## src/rtl/alu_sequencer.sv

```systemverilog
// Command-side driver for an external combinational 8-bit ALU: registers one command per
// handshake, captures the ALU result/flags, returns them on a response handshake, keeps an accumulator.
module alu_sequencer #(
    parameter int          CNT_W     = 16,
    parameter logic [7:0]  ACC_RESET = 8'h00
) (
    input  logic             clk,
    input  logic             rst,
    input  logic             cmd_valid,
    output logic             cmd_ready,
    input  logic [3:0]       cmd_op,
    input  logic [7:0]       cmd_a,
    input  logic [7:0]       cmd_b,
    input  logic             cmd_use_acc,
    output logic [7:0]       alu_a,
    output logic [7:0]       alu_b,
    output logic [3:0]       alu_s,
    input  logic [7:0]       alu_r,
    input  logic             alu_c,
    input  logic             alu_v,
    output logic             rsp_valid,
    input  logic             rsp_ready,
    output logic [7:0]       rsp_r,
    output logic             rsp_c,
    output logic             rsp_v,
    output logic             rsp_z,
    output logic             rsp_err,
    output logic [7:0]       acc,
    output logic [CNT_W-1:0] op_count
);

    typedef enum logic [1:0] {
        IDLE = 2'd0,
        EXEC = 2'd1,
        RESP = 2'd2
    } state_t;

    state_t             state_q;
    logic               cmd_ready_q;
    logic               rsp_valid_q;
    logic [7:0]         alu_a_q;
    logic [7:0]         alu_b_q;
    logic [3:0]         alu_s_q;
    logic [7:0]         rsp_r_q;
    logic               rsp_c_q;
    logic               rsp_v_q;
    logic               rsp_z_q;
    logic               rsp_err_q;
    logic [7:0]         acc_q;
    logic [CNT_W-1:0]   op_count_q;
    logic               op_legal;

    // Select codes 0111..1110 are the only ones the ALU implements.
    assign op_legal = (alu_s_q >= 4'b0111) && (alu_s_q <= 4'b1110);

    always_ff @(posedge clk or posedge rst) begin
        if (rst) begin
            state_q     <= IDLE;
            cmd_ready_q <= 1'b1;
            rsp_valid_q <= 1'b0;
            alu_a_q     <= 8'h00;
            alu_b_q     <= 8'h00;
            alu_s_q     <= 4'h0;
            rsp_r_q     <= 8'h00;
            rsp_c_q     <= 1'b0;
            rsp_v_q     <= 1'b0;
            rsp_z_q     <= 1'b0;
            rsp_err_q   <= 1'b0;
            acc_q       <= ACC_RESET;
            op_count_q  <= '0;
        end else begin
            case (state_q)
                IDLE: begin
                    if (cmd_valid && cmd_ready_q) begin
                        alu_s_q     <= cmd_op;
                        alu_b_q     <= cmd_b;
                        alu_a_q     <= cmd_use_acc ? acc_q : cmd_a;
                        cmd_ready_q <= 1'b0;
                        state_q     <= EXEC;
                    end
                end
                EXEC: begin
                    if (op_legal) begin
                        rsp_r_q    <= alu_r;
                        rsp_c_q    <= alu_c;
                        rsp_v_q    <= alu_v;
                        rsp_z_q    <= (alu_r == 8'h00);
                        rsp_err_q  <= 1'b0;
                        acc_q      <= alu_r;
                        op_count_q <= op_count_q + CNT_W'(1);
                    end else begin
                        rsp_r_q    <= 8'h00;
                        rsp_c_q    <= 1'b0;
                        rsp_v_q    <= 1'b0;
                        rsp_z_q    <= 1'b0;
                        rsp_err_q  <= 1'b1;
                    end
                    rsp_valid_q <= 1'b1;
                    state_q     <= RESP;
                end
                RESP: begin
                    // cmd_ready rises only after this edge, so the next accept is a cycle later.
                    if (rsp_ready) begin
                        rsp_valid_q <= 1'b0;
                        cmd_ready_q <= 1'b1;
                        state_q     <= IDLE;
                    end
                end
                default: begin
                    rsp_valid_q <= 1'b0;
                    cmd_ready_q <= 1'b1;
                    state_q     <= IDLE;
                end
            endcase
        end
    end

    assign cmd_ready = cmd_ready_q;
    assign rsp_valid = rsp_valid_q;
    assign alu_a     = alu_a_q;
    assign alu_b     = alu_b_q;
    assign alu_s     = alu_s_q;
    assign rsp_r     = rsp_r_q;
    assign rsp_c     = rsp_c_q;
    assign rsp_v     = rsp_v_q;
    assign rsp_z     = rsp_z_q;
    assign rsp_err   = rsp_err_q;
    assign acc       = acc_q;
    assign op_count  = op_count_q;

endmodule

```

## config.mk

```make
export PLATFORM = sky130hd
export DESIGN_NAME = alu_sequencer
export DESIGN_NICKNAME = d
export VERILOG_FILES = /design/src/rtl/alu_sequencer.sv
export SDC_FILE = /design/constraint.sdc
export NUM_CORES = 1
export LEC_CHECK = 0
export CAP_MARGIN = 20
export CORE_MARGIN = 3
export CORE_UTILIZATION = 44
export DETAILED_ROUTE_END_ITERATION = 6
export PLACE_DENSITY = 0.8
export SLEW_MARGIN = 10
export SYNTH_ARGS = -nofsm -noshare
export SYNTH_HDL_FRONTEND = slang
export SYNTH_SLANG_ARGS = --single-unit
```

## constraint.sdc

```tcl
create_clock -name clk -period 2.35 [get_ports clk]
set_input_delay 0.235 -clock clk [delete_from_list [all_inputs] [get_ports clk]]
set_output_delay 0.235 -clock clk [all_outputs]
set_load 0.02 [all_outputs]
```

==> results_dict.tcl <==
set metrics [dict create \
    status "completed" \
    ir_worst_vdd_mv 0.767 \
    track_usage_pct 18.9 \
    numCtsBuffers 9 \
    cts.sinks 60 \
    routed_wl_mm 5.69 \
    clock_latency_ns 0.33 \
    dr.pass1.iters 6 \
    p_clk_share_pct 20.4 \
    cts_tree "done" \
    wl_per_cell_um 15.5 \
    worstSetupStartpointType "flop" \
    path_cells "nand3_1 -> xor2_2 -> nor2_4 -> mux2_2" \
    vias 1860 \
    antenna_found_initial 0 \
    path_max_fanout 18 \
    ys_seq_area_share_pct 60.4 \
    dieArea_sq_mm 0.00659 \
    p_comb_share_pct 40.6 \
    fin_tns_setup_ns 0 \
    max_freq_ghz 0.577 \
    worst_slew_pin_slew_ns 0.560 \
    cts_setup_buffers 0 \
    synth.largest_area_cell "dfrtp_1" \
    whs_ns 0.276 \
    path_class "flop to flop" \
    ctsHoldBuffers 0 \
    synth.top_cells.by_area "dfrtp_1 (59%), mux2_2 (9.1%), mux2i_1 (3.2%)" \
    syn_inst 195 \
    power_density_mw_per_mm2 1110 \
    max_cap_viol_count 0 \
    clockRootBuffer "clkbuf_8" \
    fin_crit_sh_pct 73.8 \
    fp.dieW_um 81.2 \
    drc_errors 0 \
    crit_required_ns 2.56 \
    rsz0062_at_grt "false" \
    numPortBuffers 92 \
    maxSlewViolCount 0 \
    async_flop_share_pct 100 \
    synth_edf_count 0 \
    pre_cts_ws_ns 0.492 \
    hold_path_class "input port to asynchronous set/reset pin" \
    syn_nets 231 \
    viasPerCell 5.07 \
    ys_types 32 \
    final_cell_area_sq_mm 0.00367 \
    start_util_pct 47.2 \
    post-route-min-period_ns 1.73 \
    hold_viol 0 \
    nets 328 \
    dp_hpwl_mm 4.20 \
    grt_pass1_wl_mm 9.27 \
    grt_overflow 0 \
    antenna_cells 0 \
    core_region_area_sq_mm 0.00527 \
    cellLeakagePower_nw 1.63 \
    setup.worst_path.end_class "flop" \
    arrival_ns 1.94 \
    worst_path_max_delay_cell "nor2_4" \
    dpl_cell_area_sq_mm 0.00349 \
    yosysWarnings 0 \
    avgSynthCellArea_sq_um 12.8 \
    internal_power_mw 2.68 \
    num_io_pins 93 \
    cts.clk_slew.worst_paths_ns 0.07 \
    globalplace.congestion 0.777 \
    final_cell_mix "clkdlybuf4s50_1 (92), dfrtp_1 (59), mux2_2 (20)" \
    grt_pass1_vias 1873 \
    antenna_left 0 \
    grt_max_degree 61 \
    final_common_cell "clkdlybuf4s50_1" \
    swShare_pct 34.2 \
    die_h_um 81.2 \
    skew_ns 0.00871 \
    switchingPower_mw 1.39 \
    ctsResizeCount 0 \
    htree_levels 3 \
    ys_ff_latch 60 \
    fin_ws_ns 0.616 \
    cts_buffer_depth 2 \
    drive_above_1_share_pct 14.5 \
    drt_iter0_markers 68 \
    p_seq_share_pct 39.0 \
    setup_violations 0 \
    ys.flop_type "dfrtp_1" \
    relSlewSlack_pct 62.6 \
    synth_area_sq_mm 0.00249 \
    areaGrowthSynthToFinish_pct 47.5 \
    slowest_delay_ns 0.42 \
    rows 26 \
    synth_top_cell_area_share_pct 59.4 \
]
[worst paths after layout]
kind                                       from                     to  slack (ns)  depth (start not counted)
setup / recovery           alu_s[2]$_DFFE_PP0P_     acc[5]$_DFFE_PP0P_        0.62                          4
hold / removal                              rst   alu_b[0]$_DFFE_PP0P_        0.28                          3
setup reg to reg           alu_s[2]$_DFFE_PP0P_     acc[5]$_DFFE_PP0P_        0.62                          4
hold reg to reg               rsp_c$_DFFE_PP0P_      rsp_c$_DFFE_PP0P_        0.48                          2
max in group asynchronous                   rst  cmd_ready$_DFFE_PP1P_        1.79                          3
min in group clk                          alu_v      rsp_v$_DFFE_PP0P_        0.46                          3
[logic make-up after synthesis]
group / count (synthesis) / share of synthesized area (%)
XOR/XNOR: 17 / 6.29
buffers and inverters: 12 / 2.41
multiplexers: 29 / 12.9
AND/OR/NAND/NOR: 53 / 11.5
flip-flops: 60 / 60.4
adder cells (fa/ha/maj): 1 / 0.503
AO/OA/AOI/OAI: 23 / 6.04
[cell usage after synthesis (4+ instances only)]
library cell  instances
dfrtp_1              59
buf_2                 6
nand2_1               9
mux2_2               20
nor3_1                4
nor2_1               10
nand4_1               7
xnor2_1               8
a21oi_1               8
nand3_1               7
xor2_1                8
o21ai_0               5
mux2i_1               8
nor4_1                4
and3_1                5
a22o_1                8
[area by class of cell]
cell class	instances	area (sq um)
Clock buffer	14	173
Clock inverter	2	10.0
Fill cell	409	1600
Inverter	2	7.51
Multi-Input combinational cell	123	925
Sequential cell	60	1500
Tap cell	70	87.6
Timing Repair Buffer	96	963
[metrics by stage]
stage                     total power [mW]  cells  utilization (%)
after floorplan                       2.38    195                -
after global placement                3.23    351             66.1
after detailed placement              3.27    351             66.1
after CTS                             4.11    367             69.6
after global routing                  4.30    367             69.6
final                                 4.07    367             69.6
[critical path, delay by kind of cell (launching register included)]
kind	cells	cell delay (ns)
xor gates and xnor gates	1	0.25
DFF	1	0.38
muxes	1	0.39
and+or+nand+nor	2	0.58
[routing by layer]
layer	track usage [%]	share of wire [%]	vias up
met4	6.59	1.7	0
met1	23.6	43	899
met5	0	0	-
li1	-	-	896
met2	30.5	50	54
met3	6.76	5.1	11
[registers in the layout (all words and copies together) (netlist names)]
signal and cells:
rsp_c 1, alu_b 8, rsp_z 1, rsp_valid 1
op_count 16, alu_s 4, rsp_v 1, cmd_ready 1
state_q 2, rsp_r 8, alu_a 8, acc 8
rsp_err 1
[power groups by stage]
stage / Combinational, mW / Clock, mW / Sequential (mW)
after floorplan: 0.409 / 0 / 1.97
after global placement: 1.64 / 0 / 1.59
after detailed placement: 1.67 / 0 / 1.60
after CTS: 1.67 / 0.855 / 1.59
after global routing: 1.77 / 0.906 / 1.63
final: 1.65 / 0.831 / 1.58
Note: power is estimated with default switching activity, not from simulation.
